<file path="src/rtl/encoder_period_filter.sv">
// Encoder conditioning: synchroniser, glitch filter, edge period, stall detect.
// Define ENC_AVG_EN to build the moving-average history; otherwise raw samples.
module encoder_period_filter #(
  parameter int unsigned FILT_LEN     = 8,
  parameter int unsigned AVG_LOG2     = 2,
  parameter logic [31:0] TIMEOUT      = 32'd100000,
  parameter logic [31:0] RESET_PERIOD = 32'h072F1
) (
  input  logic        clk,
  input  logic        reset,
  input  logic        encoder,
  output logic [31:0] period,
  output logic        period_valid,
  output logic        stalled,
  output logic [15:0] edge_count
);

  if (FILT_LEN < 1 || FILT_LEN > 255 || AVG_LOG2 > 4) begin : g_bad_cfg
    $error("encoder_period_filter: parameter out of range");
  end

  localparam logic [7:0] FILT_TOP = 8'(FILT_LEN - 1);

  typedef enum logic [1:0] {
    WAIT_FIRST,
    RUN,
    STALL
  } state_t;

  state_t      state;
  logic        sync1;
  logic        sync2;
  logic        filt;
  logic [7:0]  stab_cnt;
  logic [31:0] ival;
  logic [31:0] new_period;
  logic        flip;
  logic        timeout_hit;
  logic        run_sample;
  logic        enter_stall;

  assign flip        = (sync2 != filt) && (stab_cnt == FILT_TOP);
  assign timeout_hit = (ival == TIMEOUT);
  assign run_sample  = flip && (state == RUN);
  assign enter_stall = timeout_hit && !flip && (state != STALL);

  always_ff @(posedge clk or posedge reset) begin
    if (reset) begin
      sync1    <= 1'b0;
      sync2    <= 1'b0;
      filt     <= 1'b0;
      stab_cnt <= 8'd0;
    end else begin
      sync1 <= encoder;
      sync2 <= sync1;
      if (sync2 == filt) begin
        stab_cnt <= 8'd0;
      end else if (flip) begin
        filt     <= ~filt;
        stab_cnt <= 8'd0;
      end else begin
        stab_cnt <= stab_cnt + 8'd1;
      end
    end
  end

  always_ff @(posedge clk or posedge reset) begin
    if (reset) begin
      ival       <= 32'd1;
      edge_count <= 16'd0;
    end else begin
      if (flip) begin
        ival       <= 32'd1;
        edge_count <= edge_count + 16'd1;
      end else if (!timeout_hit) begin
        ival <= ival + 32'd1;
      end
    end
  end

`ifdef ENC_AVG_EN
  localparam int N  = 1 << AVG_LOG2;
  localparam int PW = (AVG_LOG2 > 0) ? AVG_LOG2 : 1;
  localparam int SW = 32 + AVG_LOG2;

  logic [31:0]   hist [N];
  logic [PW-1:0] wr_ptr;
  logic [SW-1:0] sum;
  logic [SW-1:0] sum_next;

  // wr_ptr always addresses the oldest entry
  assign sum_next   = sum - SW'(hist[wr_ptr]) + SW'(ival);
  assign new_period = sum_next[AVG_LOG2 +: 32];

  always_ff @(posedge clk or posedge reset) begin
    if (reset) begin
      for (int i = 0; i < N; i++) hist[i] <= RESET_PERIOD;
      sum    <= SW'(RESET_PERIOD) << AVG_LOG2;
      wr_ptr <= '0;
    end else if (run_sample) begin
      hist[wr_ptr] <= ival;
      sum          <= sum_next;
      wr_ptr       <= (wr_ptr == PW'(N - 1)) ? '0 : wr_ptr + 1'b1;
    end else if (enter_stall) begin
      for (int i = 0; i < N; i++) hist[i] <= TIMEOUT;
      sum <= SW'(TIMEOUT) << AVG_LOG2;
    end
  end
`else
  assign new_period = ival;
`endif

  always_ff @(posedge clk or posedge reset) begin
    if (reset) begin
      state        <= WAIT_FIRST;
      period       <= RESET_PERIOD;
      period_valid <= 1'b0;
      stalled      <= 1'b0;
    end else begin
      period_valid <= 1'b0;
      if (enter_stall) begin
        state        <= STALL;
        stalled      <= 1'b1;
        period       <= TIMEOUT;
        period_valid <= 1'b1;
      end else if (flip) begin
        state   <= RUN;
        stalled <= 1'b0;
        if (run_sample) begin
          period       <= new_period;
          period_valid <= 1'b1;
        end
      end
    end
  end

endmodule

</file>
<file path="config.mk">
export PLATFORM = sky130hd
export DESIGN_NAME = encoder_period_filter
export DESIGN_NICKNAME = d
export VERILOG_FILES = /design/src/rtl/encoder_period_filter.sv
export SDC_FILE = /design/constraint.sdc
export NUM_CORES = 1
export LEC_CHECK = 0
export CAP_MARGIN = 5
export CORE_MARGIN = 1
export CORE_UTILIZATION = 56
export DETAILED_ROUTE_END_ITERATION = 16
export DONT_BUFFER_PORTS = 1
export HOLD_SLACK_MARGIN = 0.05
export PLACE_DENSITY = 0.81
export SLEW_MARGIN = 20
export SYNTH_ARGS = -nofsm -noshare
export SYNTH_HDL_FRONTEND = slang
export SYNTH_SLANG_ARGS = --single-unit
</file>
<file path="constraint.sdc">
create_clock -name clk -period 6 [get_ports clk]
set_input_delay 0.6 -clock clk [delete_from_list [all_inputs] [get_ports clk]]
set_output_delay 0.6 -clock clk [all_outputs]
set_load 0.1 [all_outputs]
</file>
# --- Word-level counts from Yosys, hierarchy flattened ---
# Cells that the tools add are included.
word_totals:
  register_bits: 95
  inputBits: 3
  output_inout_bits: 50
  word_cells: 45
classes:
  add_sub_neg: 3
  eq_ne: 7
  muxes: 14
  n_bitwise: 2
  n_reduce_logical: 9
op_table:
  columns: ["cell", "count"]
  rows:
  - ["32-bit 2-to-1 mux", 5]
  - ["32-bit by 1-bit adder with 32-bit output, second input constant", 1]
  - ["32-bit by 17-bit equality test with 1-bit output, second input constant", 1]
  - ["16-bit by 1-bit adder with 16-bit output, second input constant", 1]
  - ["8-bit 2-to-1 mux", 2]
  - ["8-bit by 1-bit adder with 8-bit output, second input constant", 1]
  - ["8-bit by 3-bit equality test with 1-bit output, second input constant", 1]
  - ["1-bit 2-to-1 mux", 5]
  - ["1-bit logical AND", 4]
  - ["2-bit 2-to-1 mux", 2]
  - ["2-bit != test, second input constant", 2]
  - ["2-bit AND reduction", 2]
  - ["2-bit nonzero test", 2]
  - ["2-bit by 1-bit equality test with 1-bit output, second input constant", 1]
  - ["1-bit NOT", 2]
  - ["1-bit equality test", 1]
  - ["1-bit zero test", 1]
  - ["1-bit != test", 1]

# --- Depth between registers and ports, before layout ---
# Gate-level depths: netlist of the first run.
logic_depth:
  ltp_word: 7
  depth_mapped: 7
  ltp_nobuf: 6

# --- Least setup slack after synthesis of the first run ---
# Ideal clock, no wire load.
synth_timing:
  path_type: "register -> register"
  startpoint: "reg edge_count[0]"
  endpoint: "reg edge_count[6]"
  setup_time_ns: 0.160
  arrival_ns: 2.051
  required_time_ns: 5.840
  setup_slack_ns: 3.790
  path_stages_with_launch: 6
  n_path_buf: 0
  period_less_slack_ns: 2.210
  cell_sequence: "dfrtp_1 -> ha_1 -> nand3_1 -> nor4_2 -> nand3_1 -> xnor2_1"
synth_between:
  elab_chain_cells: 1
synth_rtl:
  columns: ["element", "line", "source"]
  rows:
  - ["start: declaration", "15", "output logic [15:0] edge_count"]
  - ["start signal: assignment", "74", "edge_count <= edge_count + 16'd1;"]
  - ["16-bit by 1-bit adder with 16-bit output", "74", null]
# No other way between the ends.
# A chain may end at the register's enable or synchronous reset.

# --- Worst setup path after layout of the first run ---
layout_timing:
  startpoint: "reg edge_count[1]"
  endpoint: "reg edge_count[6]"
# Same word-level chain as after synthesis.

==> results of run 1 <==
[metrics by stage]
step / hold slack [ns] / util, % / cell area (µm²)
after detailed placement: 0.345 / 58.6 / 4510
after global routing: 0.243 / 61.6 / 4730
after CTS: 0.258 / 61.5 / 4730
after global placement: 0.333 / 58.6 / 4510
final: 0.268 / 61.6 / 4730
after floorplan: 0.331 / - / 4430
[layout make-up]
class / count / area, µm²
clock buffer: 11 / 141
clock inverter: 5 / 82.6
fill: 651 / 2950
inverter: 5 / 20.0
multi-input combinational: 335 / 1960
sequential: 94 / 2360
tap: 102 / 128
timing repair buffer: 4 / 33.8
[layer usage]
metal	part of all wire, %	wire length (µm)
met1	45	4120
met2	48	4400
met3	6.1	565
met4	1.8	163
met5	0	0
[state kept, by name, indices dropped and copies added, names as in the netlist, 8 cells and up]
signal	cells
edge_count	16
stab_cnt	8
period	32
ival	32
[worst max-delay path, delay by kind of cell, from the launching register on]
kind                       cells  cell delay, ns
and+or+nand+nor                3            0.79
xor gates and xnor gates       1            0.18
adders and majority gates      1            0.32
DFF                            1            1.00
[worst max-delay path by stage]
| stage | from | end | slack (ns) | depth (start not counted) |
|---|---|---|---|---|
| 3_5_place_dp | edge_count[1] | edge_count[6] | 3.55 | 5 |
| 3_3_place_gp | edge_count[0] | edge_count[6] | 3.57 | 5 |
| 6_report | edge_count[1] | edge_count[6] | 3.57 | 5 |
| 4_1_cts | edge_count[1] | edge_count[6] | 3.55 | 5 |
| 5_1_grt | edge_count[0] | edge_count[6] | 3.34 | 5 |
| 2_1_floorplan | reset | edge_count[0] | 2.97 | 1 |
[cells by family after synthesis]
| kind of cell | synth area share (%) |
|---|---|
| compound gates | 8.54 |
| xor+xnor | 6.92 |
| fa+ha+maj | 1.13 |
| buf+inv | 2.54 |
| flops | 53.4 |
| mux | 0.452 |
| simple gates | 27.0 |
[power by group through the flow]
stage,clock [µW],sequential [µW],combinational [µW]
finish,460,794,152
global route,496,802,177
CTS,471,792,154
detailed placement,0,804,151
global placement,0,803,143
floorplan,0,769,136
[synthesized netlist by cell type (2+ instances only)]
library cell / instances / share of area (%)
nand3_1: 31 / 3.5
dfstp_2: 10 / 5.9
or3_1: 4 / 0.57
nand4_1: 17 / 2.4
clkbuf_1: 17 / 1.4
xor2_1: 15 / 3.0
inv_1: 5 / 0.42
nor3_1: 7 / 0.79
nor2b_1: 3 / 0.42
nor2_1: 23 / 2.0
nor4bb_1: 2 / 0.45
buf_2: 5 / 0.57
o21ai_0: 8 / 0.90
ha_1: 4 / 1.1
and4_1: 9 / 1.8
xnor2_1: 20 / 4.0
or4_1: 11 / 1.9
nand2_1: 86 / 7.3
a21oi_1: 43 / 4.9
o31ai_1: 9 / 1.5
nand2b_1: 3 / 0.42
nor4_2: 3 / 0.85
nor4_1: 7 / 0.99
o21a_1: 4 / 0.68
mux2i_1: 2 / 0.45
dfrtp_1: 84 / 47
and3b_1: 2 / 0.40
and3_1: 6 / 0.85
and2_1: 6 / 0.85
==> impl_metrics.yaml, run 1 <==
synthesis:
  synth_warnings: 0
  ys_ff_latch: 94
  ys.flop_type: "dfrtp_1"
  syn-cell-area_um2: 4430
  synth_fp_nets: 464
  synth_edf_count: 0
  synth.avg_cell_area_um2: 9.69
  async_reset_ff_share_pct: 100
  ys_seq_area_share_pct: 53.4
  ys_types: 40
  syn_inst: 457
floorplanning:
  initial_utilization_pct: 57.6
  rows: 32
  ios: 53
  dieArea_um2: 8260
  die_y_um: 90.9
  core-area_um2: 7690
  die_w_um: 90.9
sta:
  fin_crit_sh_pct: 40.5
  fin_ws_ns: 3.57
  worst_pin_slew_ns: 1.05
  slew_viol_final: 0
  fmaxAchievable_ghz: 0.412
  fin_crit_ns: 2.43
  hold_viol: 0
  fin_setup_tns_ns: 0
  setup_viol: 0
  skew_ns: 0.0163
  relSlewSlack_pct: 30.1
  rsz0062_at_grt: "false"
power:
  swShare_pct: 29.6
  switchingPower_uw: 417
  power_frac_comb_pct: 10.8
  p_leak_uw: 0.00201
  design_power_total_uw: 1410
  worst_ir_drop_vdd_mv: 0.236
  pwr-share-clk_pct: 32.7
  p_seq_share_pct: 56.5
  internal_power_uw: 990
  power_density_nw_per_um2: 297
clock_tree:
  cts_resized: 0
  clockBufferDepth: 2
  clkSlewWorstSetupHoldPaths_ns: 0.10
  cts_tree: "built"
  clk_latency_ns: 0.36
  cts_hold_buf: 0
  cts_sinks: 94
  htreeDepth: 3
  root_buffer: "clkbuf_8"
  numCtsBuffers: 9
  post_cts.repair.setup_buffers: 0
route:
  drc: 0
  dr.pass1.iters: 5
  via_per_inst: 6.15
  ant_nets: 0
  wl_per_cell_um: 16.6
  drt_iter0_drc: 235
  vias: 3421
  finalWirelength_um: 9250
global_route:
  antenna_found_initial: 0
  grtUsageTotal_pct: 23.6
  met2_usage_pct: 36.3
  grt_pass1_vias: 3169
  grt_max_degree: 95
  grt_use_met3_pct: 5.22
  grt.overflow.total: 0
  grt_busiest_layer: "met2"
  grt_pass1_wl_um: 15600
  grt_use_met1_pct: 33.5
worst_setup_path:
  worstPathCellList: "ha_1 > nand3_1 > nor4_2 > nand3_1 > xnor2_1"
  start_kind: "flop"
  cp.arrival_ns: 2.64
  rr_startpoint: "edge_count[1]"
  cp_max_fo: 6
  cp-end-kind: "flop"
  reg2regPathDepth: 5
  r2r_setup_slack_ns: 3.57
  rr_endpoint: "edge_count[6]"
  criticalPathCategory: "flop to flop"
  cp_slowest_cell: "dfrtp_1"
  path_common_cell: "nand3_1"
  max_stage_delay_ns: 1.00
  cp.required_ns: 6.21
final_layout:
  syn_to_final_growth_pct: 6.92
  drive_above_1_share_pct: 8.59
  diodes: 0
  layout_common_cells: "86 x nand2_1, 84 x dfrtp_1, 43 x a21oi_1"
  stdcell_count: 556
  nets: 456
  final_common_cell: "nand2_1"
worst_hold_path:
  hp-start: "encoder"
  hp-class: "input pin to flop"
  hold_end: "sync1"
  worstHoldPathCells: 0
placement:
  dp_cells: 540
  gp_congestion: 0.947
  dp_hpwl_um: 6270
  port_buffers: 0
  pre_cts_ws_ns: 3.55
job:
  max_cap_viol_count: 0
run_status:
  status: "completed"
(Power assumes the default switching activity.)
==> run 2, diff against run 1 <==
- clock period: 6 -> 2.3 ns (I/O delays scaled with it)
==> run 2 against run 1 <==
Against the previous run:
- global-route usage rose by 3.5 points
- critical endpoint is now edge_count[2]
- fmax rose by 14%
- via count rose by 9.8%
- setup slack got worse by 3.4 ns
- first-iteration DRC count rose by 88%
- sequential share of layout area fell by 4.6 points
- clock power rose by 150%
- clock-buffer cell count rose by 1
- total power rose to 2.6 times the previous value
- cell count rose by 11%
- die area did not move
- largest cell class unchanged
- sequential power rose by 150%
==> impl_metrics.yaml, run 2 (synthesis gave the netlist of run 1 again) <==
placement:
  dpl_cell_area_um2: 4980
  gp_congestion: 0.983
  port_buffers: 0
  dp_hpwl_um: 7310
  dp_cells: 601
final_layout:
  stdcell_count: 619
  nets: 519
  layout_common_cells: "86 x nand2_1, 84 x dfrtp_1, 64 x buf_4"
  largestRegisters: "ival: 32 flops, period: 32 flops, edge_count: 16 flops"
  drive_above_1_share_pct: 19.5
  final_common_cell: "nand2_1"
  final_area_um2: 5210
  syn_to_final_growth_pct: 17.7
  diodes: 0
route:
  drt_iter0_drc: 441
  vias: 3756
  ant_nets: 0
  via_per_inst: 6.07
  dr.pass1.iters: 7
  finalWirelength_um: 10400
  wl_per_cell_um: 16.8
  drc: 0
sta:
  hold_viol: 0
  skew_ns: 0.0110
  slew_viol_final: 0
  setup_viol: 0
  rsz0062_at_grt: "false"
  worst_pin_slew_ns: 0.883
  fin_hold_ws_ns: 0.311
  fin_crit_ns: 2.13
  fin_setup_tns_ns: 0
  relSlewSlack_pct: 41.2
  fmaxAchievable_ghz: 0.469
  fin_crit_sh_pct: 92.8
floorplanning:
  dieArea_um2: 8260
  core-area_um2: 7690
  die_y_um: 90.9
  initial_utilization_pct: 57.6
  die_w_um: 90.9
  ios: 53
  rows: 32
clock_tree:
  htreeDepth: 3
  cts_sinks: 94
  root_buffer: "clkbuf_8"
  post_cts.repair.setup_buffers: 0
  cts_tree: "built"
  clkSlewWorstSetupHoldPaths_ns: 0.09
  clockBufferDepth: 2
  clk_latency_ns: 0.37
  numCtsBuffers: 9
worst_setup_path:
  worstPathCellList: "or4_1 > nor3_2 > buf_4 > nand2_1 > xnor2_1"
  cp-end-kind: "flop"
  max_stage_delay_ns: 0.63
  cp_max_fo: 17
  start_kind: "flop"
  cp.required_ns: 2.55
  cp_slowest_cell: "or4_1"
  cp.arrival_ns: 2.38
  criticalPathCategory: "flop to flop"
global_route:
  grt_pass1_wl_um: 17500
  grt_pass1_vias: 3546
  grtUsageTotal_pct: 27.0
  grt_max_degree: 52
  antenna_found_initial: 0
  grt.overflow.total: 0
power:
  p_leak_uw: 0.00232
  worst_ir_drop_vdd_mv: 0.359
  power_density_nw_per_um2: 707
job:
  max_cap_viol_count: 0
run_status:
  status: "completed"
worst_hold_path:
  hp-class: "input pin to asynchronous set/reset pin"
## run 2: power breakdown
part | total [µW] | internal (µW) | switching, µW | leakage (µW)
Sequential | 1960 | 1770 | 186 | 0.00126
Combinational | 588 | 234 | 354 | 0.000966
Clock | 1140 | 566 | 576 | 0.0000992
## run 2: worst max-delay path: cells and delay by family (launching register included)
family	cells	cell delay (ns)
AND/OR/NAND/NOR	3	1.15
flip-flops	1	0.42
XOR/XNOR	1	0.12
buffers and inverters	1	0.32
## run 2: worst paths after layout
| path | end | slack, ns | startpoint | cells after the start |
|---|---|---|---|---|
| worst max-delay path | edge_count[2] | 0.17 | stab_cnt[4] | 5 |
| worst min-delay path | period[2] | 0.31 | reset | 2 |
| worst max register to register | edge_count[2] | 0.17 | stab_cnt[4] | 5 |
| worst min register to register | sync2 | 0.36 | sync1 | 0 |
| max in group asynchronous | period[9] | 1.25 | reset | 3 |
| min in group clk | sync2 | 0.36 | sync1 | 0 |
## run 2: per-layer routing
metal / global-route usage (%) / up-vias / share of wire, %
li1: - / 1722 / -
met1: 37.4 / 1861 / 43
met2: 42.3 / 150 / 48
met3: 4.55 / 23 / 7.2
met4: 11.5 / 0 / 2.1
met5: 0 / - / 0
## run 2: layout make-up
class	instances	area [µm²]
sequential	94	2360
clock buffer	12	155
fill	571	2480
inverter	5	22.5
multi-input combinational	335	1970
timing repair buffer	67	520
clock inverter	4	53.8
tap	102	128
## run 2: stage by stage
stage,worst slack (ns),total power (µW),utilization (%)
6_report,0.166,3690,67.8
5_1_grt,0.0420,3850,67.8
4_1_cts,0.104,3700,67.7
3_5_place_dp,0.142,2560,64.8
3_3_place_gp,0.205,2520,64.8
2_1_floorplan,0.0897,2360,-
## run 2: repair_timing
item / CTS / global route
endpoints found under the hold margin: 45 / 0
endpoints found under the setup margin: 0 / 1
gates resized for setup: 0 / 1
hold buffers: 2 / 0
==> run 3, diff against run 2 <==
- CAP_MARGIN: 5 -> 20
- CORE_MARGIN: 1 -> 2
==> run 3 against run 2 <==
Against the previous run:
- setup slack got worse by 0.045 ns
- via count down 2.2%
- register-to-register slack worse by 0.05 ns
- fmax down 2.1%
- combinational power fell by 4.1%
- largest cell class unchanged
- global-route usage shrank 0.96 points
- highest routed layer unchanged
==> impl_metrics.yaml, run 3 (synthesis gave the netlist of run 1 again) <==
run_status:
  status: "completed"
global_route:
  grt.overflow.total: 0
  grtUsageTotal_pct: 26.1
  grt_pass1_vias: 3561
  grt_pass1_wl_um: 17500
  grt_max_degree: 44
  antenna_found_initial: 0
clock_tree:
  clkSlewWorstSetupHoldPaths_ns: 0.10
  clk_latency_ns: 0.37
  cts_sinks: 94
  clockBufferDepth: 2
  numCtsBuffers: 9
  htreeDepth: 3
  root_buffer: "clkbuf_8"
  cts_tree: "built"
placement:
  port_buffers: 0
  dp_hpwl_um: 7250
  gp_congestion: 0.973
floorplanning:
  dieArea_um2: 8630
  ios: 53
  die_y_um: 92.9
  die_w_um: 92.9
  core-area_um2: 7690
  initial_utilization_pct: 57.6
  rows: 32
route:
  drc: 0
  ant_nets: 0
  wl_per_cell_um: 17.3
  finalWirelength_um: 10600
  drt_iter0_drc: 278
  dr.pass1.iters: 6
  via_per_inst: 6.01
  vias: 3672
worst_setup_path:
  cp.arrival_ns: 2.47
  cp.required_ns: 2.59
  cp-end-kind: "flop"
  rr_startpoint: "ival[0]"
  criticalPathCategory: "flop to flop"
  rr_endpoint: "ival[30]"
  cp_max_fo: 16
  reg2regPathDepth: 5
  start_kind: "flop"
  r2r_setup_slack_ns: 0.12
final_layout:
  largestRegisters: "ival: 32 flops, period: 32 flops, edge_count: 16 flops"
  syn_to_final_growth_pct: 16.7
  utilization_pct: 67.2
  diodes: 0
  drive_above_1_share_pct: 18.7
  final_common_cell: "nand2_1"
  layout_common_cells: "86 x nand2_1, 84 x dfrtp_1, 55 x buf_4"
  nets: 511
sta:
  hold_viol: 0
  slew_viol_final: 0
  skew_ns: 0.00923
  fin_crit_ns: 2.18
  rsz0062_at_grt: "false"
  fin_crit_sh_pct: 94.7
  fin_setup_tns_ns: 0
  relSlewSlack_pct: 42.5
  setup_viol: 0
  worst_pin_slew_ns: 0.863
  fmaxAchievable_ghz: 0.459
worst_hold_path:
  hp-class: "input pin to asynchronous set/reset pin"
power:
  worst_ir_drop_vdd_mv: 0.445
  p_leak_uw: 0.00229
  power_density_nw_per_um2: 714
job:
  max_cap_viol_count: 0
==> run 3: power breakdown <==
group | switching [µW] | internal (µW)
Combinational | 356 | 208
Sequential | 212 | 1770
Clock | 603 | 540
==> run 3: layer usage <==
| layer | global-route usage [%] | part of all wire (%) | vias up |
|---|---|---|---|
| met2 | 42.8 | 49 | 160 |
| met4 | 11.0 | 2.6 | 0 |
| met5 | 0 | 0 | - |
| met1 | 34.5 | 42 | 1775 |
| met3 | 4.23 | 6.8 | 25 |
| li1 | - | - | 1712 |
==> run 3: worst max-delay path by stage <==
stage / start / to / slack (ns)
finish: ival[0] / ival[30] / 0.12
global route: stab_cnt[5] / period[4] / 0.05
CTS: ival[1] / period[16] / 0.12
detailed placement: ival[0] / ival[30] / 0.17
global placement: ival[1] / period[16] / 0.25
floorplan: edge_count[0] / edge_count[6] / 0.09
==> run 3: critical path, stage by stage, from the launching register on <==
cell and delay (ns):
dfstp_2 0.62, ha_1 0.19, and2_1 0.17, nand2_1 0.33, or4_1 0.62, a21oi_1 0.18
==> run 3: cell type report <==
class,instances,area [µm²]
fillers,589,2520
flip-flops and latches,94,2360
multi-input cells,335,1970
repair buffers,59,473
clock buffers,10,138
well taps,102,128
clock inverters,6,68.8
inverters,5,22.5
==> run 3: what timing repair did <==
action / in CTS / in global routing
endpoints found under the setup margin: 0 / 1
setup buffers: 0 / 0
hold buffers: 2 / 0
resized for setup: 0 / 2
endpoints found under the hold margin: 19 / 0
==> run 3: through the flow <==
stage | setup WS (ns) | hold slack [ns] | power, µW | area [µm²] | instances
after global placement | 0.250 | 0.123 | 2530 | 4930 | 593
after floorplan | 0.0897 | 0.261 | 2360 | 4430 | 457
final | 0.121 | 0.345 | 3690 | 5170 | 611
after detailed placement | 0.174 | 0.133 | 2550 | 4930 | 593
after global routing | 0.0528 | 0.368 | 3840 | 5170 | 611
after CTS | 0.121 | 0.349 | 3690 | 5160 | 611
